### src/rtl/wishbone_rr_arbiter.sv
// Round-robin owner-per-CYC arbiter for a shared Wishbone classic bus. Grant is registered (1 cycle after CYC).
// Masters that are not the owner stall on CYC; a stalled strobe is aborted with a one-cycle ERR after TIMEOUT cycles.
module wishbone_rr_arbiter #(
    parameter int NUM_MASTERS = 4,
    parameter int DATA_WIDTH  = 32,
    parameter int ADDR_WIDTH  = 32,
    parameter int TIMEOUT     = 16
) (
    input  logic                             i_CLK,
    input  logic                             i_RSTN,
    input  logic [NUM_MASTERS-1:0]           i_M_CYC,
    input  logic [NUM_MASTERS-1:0]           i_M_STB,
    input  logic [NUM_MASTERS-1:0]           i_M_WE,
    input  logic [4*NUM_MASTERS-1:0]         i_M_SEL,
    input  logic [ADDR_WIDTH*NUM_MASTERS-1:0] i_M_ADDR,
    input  logic [DATA_WIDTH*NUM_MASTERS-1:0] i_M_DATA,
    output logic [NUM_MASTERS-1:0]           o_M_ACK,
    output logic [NUM_MASTERS-1:0]           o_M_ERR,
    output logic [DATA_WIDTH-1:0]            o_M_DATA,
    output logic [NUM_MASTERS-1:0]           o_GNT,
    output logic                             o_CYC,
    output logic                             o_STB,
    output logic                             o_WE,
    output logic [3:0]                       o_SEL,
    output logic [ADDR_WIDTH-1:0]            o_ADDR,
    output logic [DATA_WIDTH-1:0]            o_DATA,
    input  logic [DATA_WIDTH-1:0]            i_DATA,
    input  logic                             i_ACK
);

    localparam int IW = (NUM_MASTERS > 1) ? $clog2(NUM_MASTERS) : 1;
    localparam int WW = $clog2(TIMEOUT);

    typedef enum logic [1:0] {
        ST_IDLE  = 2'd0,
        ST_OWN   = 2'd1,
        ST_ABORT = 2'd2
    } state_t;

    state_t                  state_q, state_d;
    logic [NUM_MASTERS-1:0]  gnt_q, gnt_d;
    logic [IW-1:0]           ptr_q, ptr_d;
    logic [WW-1:0]           wd_q, wd_d;

    logic [IW-1:0]           win_idx;
    logic [IW-1:0]           cand;
    logic                    any_req;

    logic                    own_cyc;
    logic                    own_stb;
    logic                    own_we;
    logic [3:0]              own_sel;
    logic [ADDR_WIDTH-1:0]   own_addr;
    logic [DATA_WIDTH-1:0]   own_dat;

    logic                    bus_own;
    logic                    stall;
    logic                    timeout;

    assign any_req = |i_M_CYC;

    // Scan downward so the last hit is the first requester after the previous owner.
    always_comb begin
        win_idx = ptr_q;
        cand    = ptr_q;
        for (int k = NUM_MASTERS; k >= 1; k--) begin
            cand = IW'((int'(ptr_q) + k) % NUM_MASTERS);
            if (i_M_CYC[cand]) begin
                win_idx = cand;
            end
        end
    end

    // ptr_q doubles as the owner index whenever a grant is held.
    always_comb begin
        own_cyc  = 1'b0;
        own_stb  = 1'b0;
        own_we   = 1'b0;
        own_sel  = '0;
        own_addr = '0;
        own_dat  = '0;
        for (int m = 0; m < NUM_MASTERS; m++) begin
            if (ptr_q == IW'(m)) begin
                own_cyc  = i_M_CYC[m];
                own_stb  = i_M_STB[m];
                own_we   = i_M_WE[m];
                own_sel  = i_M_SEL[4*m +: 4];
                own_addr = i_M_ADDR[ADDR_WIDTH*m +: ADDR_WIDTH];
                own_dat  = i_M_DATA[DATA_WIDTH*m +: DATA_WIDTH];
            end
        end
    end

    assign bus_own = (state_q == ST_OWN);
    assign stall   = bus_own && own_stb && !i_ACK;
    assign timeout = stall && (wd_q == WW'(TIMEOUT - 1));

    always_comb begin
        state_d = state_q;
        gnt_d   = gnt_q;
        ptr_d   = ptr_q;
        wd_d    = '0;
        case (state_q)
            ST_IDLE: begin
                if (any_req) begin
                    state_d = ST_OWN;
                    ptr_d   = win_idx;
                    gnt_d   = NUM_MASTERS'(1) << win_idx;
                end
            end
            ST_OWN: begin
                if (timeout) begin
                    state_d = ST_ABORT;
                end else if (!own_cyc) begin
                    state_d = ST_IDLE;
                    gnt_d   = '0;
                end else if (stall) begin
                    wd_d = wd_q + WW'(1);
                end
            end
            ST_ABORT: begin
                if (!own_cyc) begin
                    state_d = ST_IDLE;
                    gnt_d   = '0;
                end
            end
            default: begin
                state_d = ST_IDLE;
                gnt_d   = '0;
            end
        endcase
    end

    always_ff @(posedge i_CLK or negedge i_RSTN) begin
        if (!i_RSTN) begin
            state_q <= ST_IDLE;
            gnt_q   <= '0;
            ptr_q   <= IW'(NUM_MASTERS - 1);
            wd_q    <= '0;
        end else begin
            state_q <= state_d;
            gnt_q   <= gnt_d;
            ptr_q   <= ptr_d;
            wd_q    <= wd_d;
        end
    end

    // Everything facing the slave is quiet unless the owner is actively transferring.
    assign o_GNT    = gnt_q;
    assign o_CYC    = bus_own & own_cyc;
    assign o_STB    = bus_own & own_stb;
    assign o_WE     = bus_own & own_we;
    assign o_SEL    = bus_own ? own_sel  : '0;
    assign o_ADDR   = bus_own ? own_addr : '0;
    assign o_DATA   = bus_own ? own_dat  : '0;
    assign o_M_DATA = bus_own ? i_DATA   : '0;
    assign o_M_ACK  = (bus_own && i_ACK) ? gnt_q : '0;
    assign o_M_ERR  = timeout ? gnt_q : '0;

endmodule
### config.mk
export PLATFORM = sky130hd
export DESIGN_NAME = wishbone_rr_arbiter
export DESIGN_NICKNAME = d
export VERILOG_FILES = /design/src/rtl/wishbone_rr_arbiter.sv
export SDC_FILE = /design/constraint.sdc
export NUM_CORES = 1
export LEC_CHECK = 0
export CAP_MARGIN = 20
export CORE_AREA = 10 10 162 164
export CTS_BUF_LIST = sky130_fd_sc_hd__clkbuf_4 sky130_fd_sc_hd__clkbuf_8
export CTS_CLUSTER_DIAMETER = 200
export DETAILED_ROUTE_END_ITERATION = 10
export DIE_AREA = 0 0 172 174
export RECOVER_POWER = 25
export SLEW_MARGIN = 20
export SYNTH_ARGS = -nofsm -noshare
export SYNTH_HDL_FRONTEND = slang
export SYNTH_SLANG_ARGS = --single-unit
export TNS_END_PERCENT = 1
### constraint.sdc
create_clock -name i_CLK -period 6.6 [get_ports i_CLK]
set_input_delay 0.99 -clock i_CLK [delete_from_list [all_inputs] [get_ports i_CLK]]
set_output_delay 0.99 -clock i_CLK [all_outputs]
set_load 0.05 [all_outputs]
* Yosys cells after proc, flatten, opt, wreduce, memory -nomap -nowiden *
Cells that the tools add are included.

storage, ports and cells
  RAM bits = 0
  logic and storage cells = 89
  bits in registers = 12
  input bits = 319
  bits in latches = 0
  memories kept = 0
  memory bits (read-only) = 0
  output and inout bits = 115

operators by class
  bitwise gates (word level) = 3
  equality and inequality tests = 8
  multiply operators = 0
  add/subtract/negate cells = 5
  order comparisons = 4
  reductions and logical operators = 10
  shift-type cells = 1
  muxes and demuxes = 54
  div/mod/pow operators = 0

operators with widths
  cell                   number
  $mux W32               11
  $mux W4                14
  $mux W1                16
  $mux W2                7
  $lt A2 B3 Y1 const B   4
  $pmux W4 S3            1
  $bmux W1 S2            4
  $eq A2 B2 Y1 const B   3
  $pmux W2 S3            1
  $add A2 B1 Y2 const B  2
  $add A2 B2 Y2 const B  2
  $add A4 B1 Y4 const B  1
  $eq A2 B1 Y1 const B   2
  $eq A4 B4 Y1 const B   1
  $logic_and A1 B1 Y1    4
  $logic_not A2 Y1       2
  $ne A2 B2 Y1 const B   2
  $reduce_and A2 Y1      2
  $reduce_or A4 Y1       1
  $shl A1 B2 Y4 const A  1
  $and A1 B1 Y1          3
  $logic_not A1 Y1       1

* Depth between registers and ports, before layout *
  depth in word-level cells = 11
  mapped depth = 11
  mapped depth without buffers = 7

* Worst setup path before layout *
No wires, ideal clock.

  path kind = reg-to-output
  start = reg ptr_q[1]
  end = out o_DATA[21]
  setup slack = 2,965 ps
  arrival time = 2,645 ps
  data required time = 5,610 ps
  path buffers = 4
  cell stages (with the launch flop) = 12
  path through = dfstp_2 inv_1 ha_1 buf_6 nor2b_1 clkbuf_1 buf_2 buf_2 a221oi_1 nor3_1 a21oi_1 nor2b_1

between the ends
  longest elaborated chain between the ends = 6
  elaborated cells between the ends (all ways) = 9
  classes of those cells = eq/ne: 3; mux: 5; reduce/logical: 1

ends and longest elaborated chain
  item                      line  source
  start: declaration        42    logic [IW-1:0] ptr_q, ptr_d;
  start signal: assignment  138   ptr_q <= IW'(NUM_MASTERS - 1);
  start signal: assignment  143   ptr_q <= ptr_d;
  $logic_not A2 Y1          83    if (ptr_q == IW'(m)) begin
  $mux W32 (3 in a row)     83
  $mux W32 (*)              83
  $mux W32 (*)              155   assign o_DATA = bus_own ? own_dat : '0;
  end: declaration          26    output logic [DATA_WIDTH-1:0] o_DATA,

Every way passes the cells marked *; elsewhere a longest branch is shown, timed or not.

* Final worst setup path *
  start = reg ptr_q[0]
  end = out o_M_ERR[0]

between the ends
  longest elaborated chain between the ends = 9
  elaborated cells between the ends (all ways) = 12
  classes of those cells = eq/ne: 3; mux: 5; reduce/logical: 4

ends and longest elaborated chain
  item                                  line  source
  $logic_not A2 Y1                      83
  $mux W1 (3 in a row)                  83
  $mux W1 (*)                           83
  $logic_and A1 B1 Y1 (*) (2 in a row)  95    assign stall = bus_own && own_stb && !i_ACK;
  $logic_and A1 B1 Y1 (*)               96    assign timeout = stall && (wd_q == WW'(TIMEOUT - 1));
  $mux W4 (*)                           158   assign o_M_ERR = timeout ? gnt_q : '0;
  end: declaration                      18    output logic [NUM_MASTERS-1:0] o_M_ERR,

Marked as above.

==> flow_summary.yaml <==
cts:
  ctsResizeCount: 0
  numCtsBuffers: 3
  cts_tree: "built"
  clockBufferDepth: 2
  root_buffer: "clkbuf_8"
  holdBufCountCts: 0
  insertion_delay_ns: 0.24
  cts_max_level: 1
  clk_pin_slew_worst_paths_ns: 0.06
  cts_setup_buffers: 0
  clock_sinks: 12
die:
  rows: 56
  coreArea_um2: 23100
  ios: 434
  initial_core_util_pct: 15.4
  dieWidth_um: 172
  dieArea_um2: 29900
  chipHeight_um: 174
status:
  status: "finished, violations left"
  violations: "capacitance limit, slew limit"
timing:
  finalHoldViolCount: 0
  drv_slew: 63
  grt_setup_unrepaired: "no"
  tightest_slew_ns: 1.72
  setup-tns-final_ns: 0
  worst_slack_ns: 1.06
  fin_crit_ns: 5.54
  relSlewSlack_pct: -14.4
  clock.fmax_mhz: 180
  period_share_pct: 84.0
  setup_violations: 0
  clock-skew-final_ns: 0.00425
placed_design:
  finalWeightedCongestion: 0.886
  place_ws_ns: 1.93
  io_buffers: 433
  hpwl_mm: 19.0
global_routing:
  track_usage_pct: 14.4
  grt_pass1_wl_mm: 34.5
  grt_overflow: 0
  antenna_found_initial: 1
  grt_pass1_vias: 5694
  grt_max_degree: 88
synthesis:
  synth_nets: 873
  ys_seq_elements: 12
  synth_edf_count: 0
  ys_warn_count: 0
  netlist_instances: 545
  seq_area_frac_synth_pct: 8.52
  ys_async_sr_fraction_pct: 100
  synthesis.area_um2: 3550
  synthTopCellsByArea: "nor2b_1 25%, a221oi_1 17%, a21oi_1 11%, nor3_1 9.7%, dfrtp_1 7.0%"
  netlist.area_leader.share_pct: 24.8
  avgSynthCellArea_um2: 6.52
  ys.flop_type: "dfrtp_1"
  yosysUniqueCellTypes: 42
  yosys.area.top_type: "nor2b_1"
power:
  p_int_uw: 1590
  clock_power_share_pct: 1.9
  swShare_pct: 61.8
  ir_worst_vdd_uv: 405
  p_per_area_nw_per_um2: 512
  p_comb_share_pct: 95.0
  power_leakage_uw: 0.00285
  seq_power_share_pct: 3.1
  p_switching_uw: 2580
worst_setup_path:
  slowest_delay_ns: 1.22
  path_max_fanout: 40
  crit_chain: "ha_1, buf_4, a2111oi_2, nor3_2, and2_1, clkdlybuf4s50_1"
  crit_cells: 6
  crit_type: "flip-flop to primary output"
  crit_path_end_kind: "primary output"
  required_ns: 5.61
  cp-start-kind: "flip-flop"
  crit_family: "buffers and inverters"
  reg2regPathDepth: 7
  arrival_ns: 4.55
  crit_buf_inv: 2
  slowest_stage: "ha_1"
final_layout:
  nNetsFinal: 1258
  layout-drive-gt1-share_pct: 1.94
  syn_to_final_growth_pct: 129
route:
  wl_met2_mm: 12.0
  drt_iter0_drc: 381
  wl_per_cell_um: 19.4
  first_pass_iters: 5
  drc: 0
  wl_met3_mm: 2.27
  wl_met1_mm: 8.94
  wl_mm: 23.6
  route.antenna.remaining_nets: 0
  viasPerCell: 4.56
  vias: 5564
  top_layer_used: "met4"
run:
  drv_cap: 2
worst_hold_path:
  hp-class: "flip-flop to flip-flop"
  whs_path_depth: 1
-- layout by cell type, fill, tap and decap left out, drive strengths merged, types with 8 or more instances in the layout --
master	count
a21oi	75
a221oi	69
and2	37
clkdlybuf4s50	422
dfrtp	10
dlygate4sd3	11
ha	9
inv	8
nor2	9
nor2b	141
nor3	70
-- through the flow --
stage / total power [uW] / util, % / instances / hold slack [ns] / instance area (um^2)
after global routing: 4450 / 35.3 / 1220 / 0.538 / 8150
after global placement: 4120 / 35.0 / 1215 / 0.482 / 8100
after CTS: 4230 / 35.3 / 1219 / 0.508 / 8160
after detailed placement: 4130 / 35.0 / 1215 / 0.497 / 8100
final: 4170 / 35.3 / 1220 / 0.506 / 8150
after floorplan: 2840 / - / 545 / 0.459 / 3550
-- state kept, by name, summed over array words and instances, names as in the netlist --
signal   cells
state_q      2
wd_q         4
o_GNT        4
ptr_q        2
-- synth_stat cells, drive strengths merged, types with 3 or more instances --
master / number
nor2b: 141
a21oi: 75
nor3: 70
a221oi: 69
clkbuf: 55
and2: 37
dfrtp: 10
ha: 9
nor2: 9
inv: 8
o21ai: 6
and3: 5
nand2: 5
buf: 4
nand2b: 4
nand3: 3
nand3b: 3
o31ai: 3
or2: 3
-- metal layers --
| layer | up-vias | GRT usage, % |
|---|---|---|
| met4 | 0 | 2.69 |
| met2 | 248 | 26.3 |
| met3 | 20 | 4.10 |
| met1 | 2513 | 16.1 |
| li1 | 2783 | - |
| met5 | - | 0 |
-- final cells by class --
type                            count  area, um^2
Antenna cell                        1        2.50
Clock buffer                        4        55.1
Fill cell                        2443       15000
Inverter                            8        30.0
Multi-Input combinational cell    466        3020
Sequential cell                    12         303
Tap cell                          290         363
Timing Repair Buffer              439        4380
-- power groups by stage --
stage | combinational (uW) | sequential (uW) | clock (uW)
finish | 3960 | 128 | 80.9
global route | 4230 | 133 | 85.4
CTS | 4010 | 129 | 84.3
detailed placement | 4000 | 131 | 0
global placement | 3990 | 130 | 0
floorplan | 2690 | 145 | 0
-- final timing paths --
check	from	end	slack, ns
min in group asynchronous	i_RSTN	o_GNT[3]	1.18
min reg2reg	wd_q[0]	wd_q[0]	0.51
max reg2reg	ptr_q[0]	o_GNT[2]	2.52
max in group asynchronous	i_RSTN	state_q[0]	5.03
min	wd_q[0]	wd_q[0]	0.51
max	ptr_q[0]	o_M_ERR[0]	1.06
-- cell families (layout without fill, tap and decap cells) --
group                    after synthesis  in the layout  share of synthesized area [%]
AND/OR/NAND/NOR                      287            287                           47.6
AO/OA/AOI/OAI                        169            169                           33.1
other                                  0              1                              0
buffers and inverters                 67            451                           7.39
adder cells (fa/ha/maj)                9              9                           3.17
flip-flops                            12             12                           8.52
XOR/XNOR                               1              1                          0.246
Note: power is estimated with default switching activity, not from simulation.
